`config.mk`:
```
export PLATFORM = sky130hd
export DESIGN_NAME = ioctl_sdram_pump
export DESIGN_NICKNAME = d
export VERILOG_FILES = /design/src/rtl/ioctl_sdram_pump.sv
export SDC_FILE = /design/constraint.sdc
export NUM_CORES = 1
export LEC_CHECK = 0
export ABC_AREA = 1
export CORE_MARGIN = 2
export CORE_UTILIZATION = 59
export DETAILED_ROUTE_END_ITERATION = 6
export GPL_ROUTABILITY_DRIVEN = 0
export PLACE_DENSITY = 0.87
export SYNTH_ARGS = -nofsm -noshare
export SYNTH_HDL_FRONTEND = slang
export SYNTH_SLANG_ARGS = --single-unit
export TNS_END_PERCENT = 1
```
`constraint.sdc`:
```
create_clock -name clk_sys -period 4.75 [get_ports clk_sys]
set_clock_uncertainty 0.1 [all_clocks]
set_input_delay 0.95 -clock clk_sys [delete_from_list [all_inputs] [get_ports clk_sys]]
set_output_delay 0.95 -clock clk_sys [all_outputs]
set_load 0.1 [all_outputs]
```
`src/rtl/ioctl_sdram_pump.sv`:
```
// Packs ioctl download bytes into 16-bit SDRAM writes through a small FIFO.
// Optional `IOCTL_PROM_EN routes bytes at or above PROM_START to a byte-wide PROM port.
module ioctl_sdram_pump #(
    parameter int unsigned FIFO_AW    = 3,
    parameter logic [24:0] PROM_START = 25'h1F0_0000
) (
    input  logic        clk_sys,
    input  logic        rst,
    input  logic        ioctl_download,
    input  logic        ioctl_wr,
    input  logic [24:0] ioctl_addr,
    input  logic [7:0]  ioctl_dout,
    output logic        prog_req,
    input  logic        prog_ack,
    output logic [23:0] prog_addr,
    output logic [15:0] prog_data,
    output logic [1:0]  prog_be,
    output logic        prom_we,
    output logic [24:0] prom_addr,
    output logic [7:0]  prom_data,
    output logic        busy,
    output logic        done,
    output logic        overflow
);

    localparam int unsigned Depth = 1 << FIFO_AW;

    typedef enum logic [1:0] {StIdle, StHold, StFlush2} pack_state_e;

    pack_state_e state_q, state_d;
    logic        wr_q, dl_q, busy_q, overflow_q;
    logic        accept, dl_rise, dl_fall, byte_prom;
    logic [23:0] hold_addr_q, hold_addr_d;
    logic [7:0]  hold_lo_q, hold_lo_d;
    logic [24:0] pend_addr_q, pend_addr_d;
    logic [7:0]  pend_data_q, pend_data_d;

    logic        take_v;
    logic [24:0] take_a;
    logic [7:0]  take_d;
    logic        push, push_ok, pop, fifo_empty, fifo_full;
    logic [41:0] push_entry, head;
    logic [41:0] mem_q [Depth];
    logic [FIFO_AW:0] wptr_q, rptr_q;

    logic        req_q;
    logic [23:0] req_addr_q;
    logic [15:0] req_data_q;
    logic [1:0]  req_be_q;

    always_comb begin
        accept  = ioctl_wr & ~wr_q & ioctl_download;
        dl_rise = ioctl_download & ~dl_q;
        dl_fall = ~ioctl_download & dl_q;
`ifdef IOCTL_PROM_EN
        byte_prom = (ioctl_addr >= PROM_START);
`else
        byte_prom = 1'b0;
`endif
    end

    // Packer: a byte either completes/starts a word or forces out the held half word.
    always_comb begin
        state_d     = state_q;
        hold_addr_d = hold_addr_q;
        hold_lo_d   = hold_lo_q;
        pend_addr_d = pend_addr_q;
        pend_data_d = pend_data_q;
        push        = 1'b0;
        push_entry  = '0;
        take_v      = 1'b0;
        take_a      = ioctl_addr;
        take_d      = ioctl_dout;
        unique case (state_q)
            StIdle: take_v = accept & ~byte_prom;
            StHold: begin
                if (accept) begin
                    push = 1'b1;
                    if (!byte_prom && ioctl_addr[0] && ioctl_addr[24:1] == hold_addr_q) begin
                        push_entry = {hold_addr_q, ioctl_dout, hold_lo_q, 2'b11};
                        state_d    = StIdle;
                    end else begin
                        push_entry = {hold_addr_q, 8'h00, hold_lo_q, 2'b01};
                        if (byte_prom) begin
                            state_d = StIdle;
                        end else begin
                            pend_addr_d = ioctl_addr;
                            pend_data_d = ioctl_dout;
                            state_d     = StFlush2;
                        end
                    end
                end else if (dl_fall) begin
                    push       = 1'b1;
                    push_entry = {hold_addr_q, 8'h00, hold_lo_q, 2'b01};
                    state_d    = StIdle;
                end
            end
            StFlush2: begin
                take_v = 1'b1;
                take_a = pend_addr_q;
                take_d = pend_data_q;
            end
            default: state_d = StIdle;
        endcase
        if (take_v) begin
            if (take_a[0]) begin
                push       = 1'b1;
                push_entry = {take_a[24:1], take_d, 8'h00, 2'b10};
                state_d    = StIdle;
            end else if (dl_fall) begin
                // Download ended while the pending even byte was being replayed.
                push       = 1'b1;
                push_entry = {take_a[24:1], 8'h00, take_d, 2'b01};
                state_d    = StIdle;
            end else begin
                hold_addr_d = take_a[24:1];
                hold_lo_d   = take_d;
                state_d     = StHold;
            end
        end
    end

    always_comb begin
        fifo_empty = (wptr_q == rptr_q);
        fifo_full  = (wptr_q[FIFO_AW] != rptr_q[FIFO_AW]) &&
                     (wptr_q[FIFO_AW-1:0] == rptr_q[FIFO_AW-1:0]);
        pop        = req_q & prog_ack;
        push_ok    = push & (~fifo_full | pop);
        head       = mem_q[rptr_q[FIFO_AW-1:0]];
        busy       = ioctl_download | (state_q != StIdle) | ~fifo_empty | req_q;
        done       = busy_q & ~busy;
    end

    always_ff @(posedge clk_sys) begin
        if (push_ok) begin
            mem_q[wptr_q[FIFO_AW-1:0]] <= push_entry;
        end
    end

    always_ff @(posedge clk_sys) begin
        if (rst) begin
            state_q     <= StIdle;
            wr_q        <= 1'b0;
            dl_q        <= 1'b0;
            busy_q      <= 1'b0;
            overflow_q  <= 1'b0;
            hold_addr_q <= '0;
            hold_lo_q   <= '0;
            pend_addr_q <= '0;
            pend_data_q <= '0;
            wptr_q      <= '0;
            rptr_q      <= '0;
            req_q       <= 1'b0;
            req_addr_q  <= '0;
            req_data_q  <= '0;
            req_be_q    <= '0;
        end else begin
            state_q     <= state_d;
            wr_q        <= ioctl_wr;
            dl_q        <= ioctl_download;
            busy_q      <= busy;
            hold_addr_q <= hold_addr_d;
            hold_lo_q   <= hold_lo_d;
            pend_addr_q <= pend_addr_d;
            pend_data_q <= pend_data_d;
            if (push && !push_ok) begin
                overflow_q <= 1'b1;
            end else if (dl_rise) begin
                overflow_q <= 1'b0;
            end
            if (push_ok) begin
                wptr_q <= wptr_q + 1'b1;
            end
            if (pop) begin
                rptr_q <= rptr_q + 1'b1;
            end
            // Head is registered at request time and held until the ack pops it.
            if (pop) begin
                req_q <= 1'b0;
            end else if (!req_q && !fifo_empty) begin
                req_q      <= 1'b1;
                req_addr_q <= head[41:18];
                req_data_q <= head[17:2];
                req_be_q   <= head[1:0];
            end
        end
    end

    assign prog_req  = req_q;
    assign prog_addr = req_addr_q;
    assign prog_data = req_data_q;
    assign prog_be   = req_be_q;
    assign overflow  = overflow_q;

`ifdef IOCTL_PROM_EN
    logic        prom_we_q;
    logic [24:0] prom_addr_q;
    logic [7:0]  prom_data_q;

    always_ff @(posedge clk_sys) begin
        if (rst) begin
            prom_we_q   <= 1'b0;
            prom_addr_q <= '0;
            prom_data_q <= '0;
        end else begin
            prom_we_q <= accept & byte_prom;
            if (accept && byte_prom) begin
                prom_addr_q <= ioctl_addr - PROM_START;
                prom_data_q <= ioctl_dout;
            end
        end
    end

    assign prom_we   = prom_we_q;
    assign prom_addr = prom_addr_q;
    assign prom_data = prom_data_q;
`else
    logic unused_prom_start;
    assign unused_prom_start = ^PROM_START;
    assign prom_we   = 1'b0;
    assign prom_addr = '0;
    assign prom_data = '0;
`endif

endmodule

```
======== Word-level counts from Yosys, hierarchy flattened ========
Memories as Yosys holds them, arrays and structs flattened. A register that Yosys moved wholly into a read port is not among the register bits.
Index checks and enable logic that the tools add are counted.
operators by class
  bitwise gates (word level) .............. 21
  div/mod/pow operators ................... 0
  reduce and logical (&&, ||, !) cells .... 16
  muxes and demuxes ....................... 27
  shifts and indexed selects .............. 0
  multipliers ............................. 0
  magnitude comparators ................... 0
  equality and inequality tests ........... 8
  add/subtract/negate cells ............... 2
operators with widths
  cell                                                             number
  42-bit two-way mux                                               6
  25-bit two-way mux                                               1
  24-bit == test                                                   1
  18-bit two-way mux                                               1
  1-bit two-way mux                                                12
  1-bit inverter                                                   10
  4-bit by 1-bit adder with 4-bit output, second input constant    2
  2-bit two-way mux                                                4
  8-bit two-way mux                                                1
  1-bit bitwise AND                                                7
  3-bit AND reduction                                              2
  4-bit == test                                                    1
  1-bit logical AND                                                4
  4-bit inequality test, second input constant                     1
  1-bit OR                                                         4
  2-bit case mux with 2 select lines                               1
  2-bit AND reduction                                              2
  2-bit nonzero test                                               2
  2-bit OR reduction                                               2
  3-bit == test                                                    1
  1-bit logical NOT                                                3
  2-bit by 1-bit == test with 1-bit output, second input constant  1
  2-bit == test, second input constant                             1
  2-bit logical NOT                                                1
  3 further kinds                                                  3
storage, ports and cells
  bits in latches ......................... 0
  register bits ........................... 80
  memories ................................ 1
  output and inout bits ................... 80
  logic and storage cells ................. 87
  ROM bits ................................ 0
  RAM bits ................................ 336
  input port bits ......................... 38
memories
  memory  words  width  read ports  clocked after memory_dff  write ports  RTL line  source
  mem_q   8      42     1           1                         1            43        logic [41:0] mem_q [Depth];

======== Longest topological paths before layout ========
Gate-level depths: netlist (run 1).
  word-level depth ........................ 12
  depth in mapped cells ................... 12
  depth with buffers taken out ............ 12

======== Worst setup path before layout (run 1) ========
OpenSTA, ideal clock, no wires.
  path type ............................... in2out
  start ................................... input port ioctl_download
  end ..................................... output port done
  arrival ................................. 3.565 ns
  setup slack ............................. 0.135 ns
  stages .................................. 3
  data required time ...................... 3.700 ns
  buffers on the path ..................... 0
  cells stage by stage .................... nor4_1 -> nand3_1 -> nor2_1
on the way
  cells in the longest elaborated chain, start to end .. 5
RTL lines
  item                    RTL line  source
  start, declared         9         input logic ioctl_download,
  1-bit OR (3 in series)  130       busy = ioctl_download | (state_q != StIdle) | ~fifo_empty | req_q;
  net busy                21        output logic busy,
  1-bit inverter          131       done = busy_q & ~busy;
  1-bit bitwise AND       131
  end, declared           22        output logic done,
The timed path passes the listed nets, and every way through them passes these cells.

======== Worst setup path after layout (run 1) ========
  start ................................... input port ioctl_addr[0]
  end ..................................... memory mem_q[3][15], data pin
on the way
  cells in the longest elaborated chain, start to end .. 7
  elaborated cells between the ends (all ways) .. 8
  classes of those cells .................. 7 x mux; 1 x reduce/logical
RTL lines
  item                    RTL line  source
  start, declared         11        input logic [24:0] ioctl_addr,
  1-bit logical AND       79        if (!byte_prom && ioctl_addr[0] && ioctl_addr[24:1] == hold_addr_q) begin
  18-bit two-way mux      79
  42-bit two-way mux      77        if (accept) begin
  42-bit two-way mux      74        unique case (state_q)
  42-bit two-way mux      110       end else if (dl_fall) begin
  42-bit two-way mux      106       if (take_a[0]) begin
  42-bit two-way mux (*)  105       if (take_v) begin
  net push_entry[15]      42        logic [41:0] push_entry, head;
  end, declared           43
Mark *: on every way through the listed nets, which the timed path passes. The rest lies on a longest branch.

==> results by group, run 1 <==
Run status
  – Outcome: finished clean

Pwr
  – Switching Share: between 30% and 40%
  – Clock power share: 33.2%
  – Pwr Density: around 470 nW/um2
  – Sw Pwr: 3.32 mW
  – Sequential power share: 44.3%
  – Combinational share of power: between 20% and 30%
  – Cell internal pwr: 6.92 mW
  – Lkg Pwr: about 7.9 nW
  – Worst VDD drop: 0.280 mV

Hold path
  – Hold wc startpoint: hold_lo_q[5]
  – Worst Hold Path EP: hold_lo_q[5]
  – Worst hold path depth: 2
  – Hold Path Class: flip-flop to flip-flop

Timing
  – Final Worst Setup Slack: between 1 and 1.5 ns
  – Period utilization: around three quarters
  – Unrepaired setup endpoints after global routing: no
  – Slew HR: roughly 31%
  – Pin slew with the least headroom to its limit: 1.04 ns
  – F_max: 288 MHz
  – Crit path time final: 3.47 ns
  – Endpoints failing hold: 0
  – Setup violators final: 0
  – Final-report max-slew violation count: 0
  – Setup_tns: 0 ns

Synthesis
  – Synthesized area per cell: 9.99 um2
  – Netlist Area Pre-Place: 19,300 um2
  – Syn Inst Count: 1,930
  – Post-synth EDFFs: 336
  – Top FF cell, synth: edfxtp_1
  – #FFs+latches synth: between 400 and 500
  – Cell variety after synth: 37
  – Yosys top cell by area: edfxtp_1
  – Post-synthesis sequential area ratio: about two thirds
  – Asr flop ratio synth: 0%
  – Synth top area cells: edfxtp_1, dfxtp_1, o21ai_0
  – Top cell type's share of synthesized area: 52.3%
  – Synth warn: 0
  – Synth top cells by count: edfxtp_1, nor2_1, nand2_1, o21ai_0, a21oi_1
  – Count leader, synth: edfxtp_1

Floorplanning
  – Die Span Y: 185 um
  – Die W: between 150 and 200 um
  – Initial Utilization: 59.6%
  – Standard-cell rows: 66
  – Core area: 32,400 um2
  – Die area: 34,200 um2
  – # IOs: 118

Clock network
  – Inserted Clock Buffers: 44
  – Setup bufs post-CTS: 0
  – Clock Path Buffers: 3
  – Clock slew seen by the registers of the worst setup and hold paths: 0.06 ns
  – Clock Latency Late Sink: about 0.54 ns
  – CTS resizes: 0
  – CTS tree: done
  – Clk Tree Root Cell: clkbuf_16
  – Cts-stage hold buffer count: 0
  – CTS H-tree lvls: 2
  – Clock sinks: 458

Drt
  – DR WL/cell: 18.7 um
  – Via count: 14,300
  – DRC: 0
  – Antenna Nets Post-Route: 0
  – Vias/cell: 5.85
  – Final wirelength: 45.6 mm
  – Pre-antenna DRT Iters: 6
  – Initial DRC count: 1,936

Setup path
  – Crit-path max FO: 38
  – Crit Path Category: input port to flip-flop
  – Critical Path Start: ioctl_addr[0]
  – Crit. End Element: flip-flop
  – Register-to-Register Path Depth: 7
  – R2r setup slk: 1.33 ns
  – CP Data Required Time: roughly 4.9 ns
  – R2r endpoint: mem_q[3][15]
  – WP data arrival: 3.59 ns
  – Setup crit start kind: input port
  – Reg-to-Reg Start: state_q[1]

GRT
  – Vias in the first global route: 13,900
  – Gr busiest metal: met2
  – Gr usage total: a little over a quarter
  – Met2 global-route usage: 44.1%
  – First-pass GRT wire length: about 72 mm
  – M1 GR Usage: 35.6%
  – Remaining Overflow, GRT: 0
  – M3 GR Usage: 4.48%
  – Largest net degree at the start of global routing: roughly 170
  – Initial antenna violation count: 0

Final layout
  – Fillers: 2,238
  – Area Overhead vs Synth: 11.8%
  – Share of cells above drive strength 1: 5.96%
  – N_diodes: 0
  – Non-filler cells, final: 2,437
  – Layout net count: roughly 2,000

Place
  – Dpl ws: 0.919 ns
  – DP HPWL: around 26 mm
  – PortBufs: 83
  – Inst Count DP: 2,359

Flow run
  – Max-cap violations: 0
power by group through the flow:
stage / logic (mW) / registers (mW) / clock network, mW
2_1_floorplan: 0.962 / 5.42 / 0
5_1_grt: 2.45 / 4.55 / 3.58
3_5_place_dp: 2.26 / 4.61 / 0
6_report: 2.31 / 4.53 / 3.40
3_3_place_gp: 2.21 / 4.60 / 0
4_1_cts: 2.29 / 4.53 / 3.42
state kept, by name (all words and copies together), names as in the netlist, 2 cells and up:
signal	cells
mem_q	336
pend_addr_q	25
hold_addr_q	24
prog_addr	24
prog_data	16
hold_lo_q	8
pend_data_q	8
rptr_q	4
wptr_q	4
prog_be	2
state_q	2
metal layers:
| layer | vias to the layer above | part of all wire, % |
|---|---|---|
| li1 | 6567 | - |
| met1 | 6634 | 37 |
| met2 | 934 | 48 |
| met3 | 126 | 12 |
| met4 | 0 | 3.3 |
| met5 | - | 0 |
area by class of cell:
| type | count | area, um2 | area share (%) |
|---|---|---|---|
| flip-flops and latches | 458 | 12500 | 58.1 |
| clock inverters | 21 | 200 | 0.928 |
| well taps | 442 | 553 | 2.56 |
| clock buffers | 57 | 1190 | 5.53 |
| inverters | 113 | 427 | 1.98 |
| multi-input cells | 1238 | 5620 | 26.1 |
| repair buffers | 108 | 1040 | 4.81 |
stage by stage:
step | hold WS [ns] | util, % | power [mW] | cell area (um2)
6_report | 0.350 | 66.6 | 10.2 | 21600
5_1_grt | 0.380 | 66.6 | 10.6 | 21600
4_1_cts | 0.348 | 66.6 | 10.2 | 21600
2_1_floorplan | 0.324 | - | 6.39 | 19400
3_3_place_gp | 0.335 | 62.3 | 6.81 | 20200
3_5_place_dp | 0.338 | 62.3 | 6.88 | 20200
layout by cell type, fill, tap and decap left out, types with 7 or more instances in the layout:
cell / count
dfxtp_1: 120
o21ai_1: 34
o21ai_0: 253
a21oi_1: 143
clkbuf_1: 11
nand3_1: 39
o22ai_1: 63
edfxtp_1: 336
nand2_1: 315
inv_2: 9
nor2_1: 318
clkinv_1: 9
conb_1: 34
buf_4: 25
inv_1: 102
clkbuf_16: 46
clkdlybuf4s50_1: 81
nor2_4: 7
worst max-delay path: stages:
cell	delay (ns)
clkdlybuf4s50_1	0.40
inv_1	0.11
nand2_1	0.06
o21ai_1	0.49
nand2_1	0.17
nand2_1	0.16
buf_4	0.39
nand2_1	0.09
o21ai_0	0.74
cell families after synthesis:
family          after synthesis  synth area share [%]
simple gates                694                  14.0
compound gates              497                  13.4
flops                       458                  65.0
buf+inv                     267                  6.88
xor+xnor                     11                 0.538
fa+ha+maj                     2                 0.130
other cells                   1                0.0194
how the worst max path moves through the flow:
stage | endpoint | slack, ns | cells past startpoint
floorplan | done | 0.14 | 3
global placement | mem_q[6][26] | 1.02 | 10
detailed placement | mem_q[3][27] | 0.92 | 11
CTS | done | 1.40 | 6
global route | mem_q[1][11] | 1.10 | 7
finish | mem_q[3][15] | 1.28 | 9
Note: power is estimated with default switching activity, not from simulation.
==> run 2: changes to the inputs <==
--- a/config.mk
+++ b/config.mk
@@ -7,10 +7,10 @@
 export LEC_CHECK = 0
 export ABC_AREA = 1
 export CORE_MARGIN = 2
-export CORE_UTILIZATION = 59
+export CORE_UTILIZATION = 54
 export DETAILED_ROUTE_END_ITERATION = 6
 export GPL_ROUTABILITY_DRIVEN = 0
-export PLACE_DENSITY = 0.87
+export PLACE_DENSITY = 0.84
 export SYNTH_ARGS = -nofsm -noshare
 export SYNTH_HDL_FRONTEND = slang
 export SYNTH_SLANG_ARGS = --single-unit
==> constraint.sdc (replaced) <==
create_clock -name clk_sys -period 2.95 [get_ports clk_sys]
set_clock_uncertainty 0.1 [all_clocks]
set_input_delay 0.59 -clock clk_sys [delete_from_list [all_inputs] [get_ports clk_sys]]
set_output_delay 0.59 -clock clk_sys [all_outputs]
set_load 0.1 [all_outputs]
==> results by group, run 2 (same netlist as run 1, synthesis figures left out) <==
Run status
  – Outcome: finished clean

Setup path
  – Crit Path Category: flip-flop to output port
  – Buf+Inv Stages, Crit Path: 1 (-2)
  – Setup crit start kind: flip-flop
  – CP top delay family: simple AND/OR/NAND/NOR gates
  – CP max stage cell: dfxtp_4
  – Crit-path max FO: 17 (-55%)
  – WP data arrival: 2.16 ns (-1.43 ns)
  – Largest stage delay on the critical path: 0.51 ns (-0.23 ns)
  – Crit. End Element: output port
  – Crit path cell chain: xnor2_1 -> nand2_1 -> nor2_2 -> nand3_2 -> nor2_4 -> buf_12
  – CP Data Required Time: 2.26 ns (-2.60 ns)

Final layout
  – Cell area after layout: 22,100 um2 (+2.4%)
  – Area Overhead vs Synth: 14.5%
  – Most common cell after layout, fill and taps aside: edfxtp_1
  – Fin util: 62.4% (-4.2 points)
  – Largest register FFs: 336 (unchanged)
  – Share of cells above drive strength 1: 10.3% (+4.4 points)
  – N_diodes: 0 (unchanged)
  – Most frequent cells in the layout: edfxtp_1, nor2_1, nand2_1, o21ai_0, a21oi_1
  – Layout net count: 2,048 (+2.2%)

Drt
  – Via count: 14,600 (+2.4%)
  – Vias/cell: 5.84 (-0.20%)
  – DR WL/cell: 19.5 um (+4.4%)
  – Pre-antenna DRT Iters: 5 (-1)
  – DRC: 0 (unchanged)
  – Final wirelength: 48.9 mm (+7.1%)
  – Initial DRC count: 1,904 (-1.7%)
  – Antenna Nets Post-Route: 0 (unchanged)

GRT
  – Remaining Overflow, GRT: 0 (unchanged)
  – Gr usage total: 26.2% (-0.76 points)
  – Largest net degree at the start of global routing: 169 (-1.2%)
  – First-pass GRT wire length: 75.0 mm (+4.3%)
  – Initial antenna violation count: 0 (unchanged)
  – Vias in the first global route: 13,900 (+0.50%)

Timing
  – Period utilization: 96.7%
  – Endpoints failing hold: 0 (unchanged)
  – Slew HR: 39.2% (+8.4 points)
  – F_max: roughly 350 MHz
  – Final-report max-slew violation count: 0 (unchanged)
  – Setup violators final: 0 (unchanged)
  – Crit path time final: 2.85 ns
  – Min Hold Slack: 0.345 ns (-0.00500 ns)
  – Unrepaired setup endpoints after global routing: no
  – Pin slew with the least headroom to its limit: 0.911 ns (-0.124 ns)
  – Setup_tns: 0 ns (unchanged)

Clock network
  – Clk Tree Root Cell: clkbuf_16
  – Clock Path Buffers: 3 (unchanged)
  – Inserted Clock Buffers: 45 (+2.3%)
  – CTS resizes: 0 (unchanged)
  – Clock Latency Late Sink: 0.56 ns (+0.02 ns)
  – CTS tree: done
  – Clock slew seen by the registers of the worst setup and hold paths: 0.06 ns (about the same)
  – Clock sinks: 458 (unchanged)
  – CTS H-tree lvls: 2 (unchanged)

Place
  – DP HPWL: 29.1 mm (+14%)
  – Placed Area: 20,700 um2 (+2.4%)
  – PortBufs: 83 (unchanged)

Pwr
  – Switching Share: 32.8% (+0.36 points)
  – Lkg Pwr: 8.24 nW (+4.8%)
  – Clock power share: 33.8% (+0.6 points)
  – Worst VDD drop: 0.503 mV (+80%)
  – Cell internal pwr: 11.2 mW (+63%)
  – Sequential power share: 43.6% (-0.7 points)
  – Pwr Density: 757 nW/um2 (+60%)
  – Sw Pwr: 5.48 mW (+65%)
  – Combinational share of power: 22.7% (+0.2 points)

Flow run
  – Max-cap violations: 0 (unchanged)

Floorplanning
  – Initial Utilization: 54.5% (-5.1 points)
  – Standard-cell rows: 69 (+4.5%)
  – # IOs: 118 (unchanged)
  – Core area: 35,400 um2 (+9.3%)
  – Die W: 193 um (+4.4%)
  – Die area: 37,200 um2 (+9.1%)
  – Die Span Y: 193 um (+4.4%)

Hold path
  – Hold Path Class: flip-flop to flip-flop
run 2: layout make-up:
class	instances	area, um2
Fill cell	2617	13300
Clock buffer	69	1270
Tap cell	461	577
Clock inverter	10	155
Multi-Input combinational cell	1238	5630
Inverter	113	428
Sequential cell	458	12500
Timing Repair Buffer	152	1490
run 2: metrics by stage:
step / worst slack (ns) / std cells / power, mW
floorplan: -0.172 / 1963 / 10.3
global placement: 0.00463 / 2421 / 11.1
detailed placement: -0.0388 / 2421 / 11.2
CTS: 0.0364 / 2500 / 16.7
global route: 0.00694 / 2501 / 17.2
finish: 0.0962 / 2501 / 16.7
run 2: path summary, 6_finish.rpt:
check	from	to	slack, ns	cells after the start
worst max-delay path	rptr_q[1]	done	0.1	6
worst min-delay path	hold_lo_q[0]	hold_lo_q[0]	0.35	2
worst max register to register	state_q[0]	mem_q[5][9]	0.38	8
worst min register to register	hold_lo_q[0]	hold_lo_q[0]	0.35	2
run 2: routing by layer:
layer  share of wire (%)  GRT usage, %  vias to the layer above
met4                 3.8          11.5                        0
met3                  11          4.65                      138
met5                   0             0                        -
met2                  47          42.1                      934
met1                  38          35.3                     6863
li1                    -             -                     6671
run 2: tightest hold or removal path, delay by kind of cell (launching register included):
| kind | cells | cell delay (ns) |
|---|---|---|
| buffers and inverters | 1 | 0.05 |
| DFF | 1 | 0.31 |
| AOI/OAI and AO/OA | 1 | 0.05 |
run 2: repair_timing:
item,in CTS,in global routing
endpoints found under the setup margin,0,1
buffers inserted,0,1
hold buffers,0,0
run 2: power by group through the flow:
stage | combinational, mW | clock [mW] | sequential, mW
3_3_place_gp | 3.65 | 0 | 7.42
3_5_place_dp | 3.72 | 0 | 7.43
4_1_cts | 3.76 | 5.67 | 7.30
6_report | 3.79 | 5.65 | 7.29
5_1_grt | 4.03 | 5.90 | 7.32
2_1_floorplan | 1.56 | 0 | 8.73
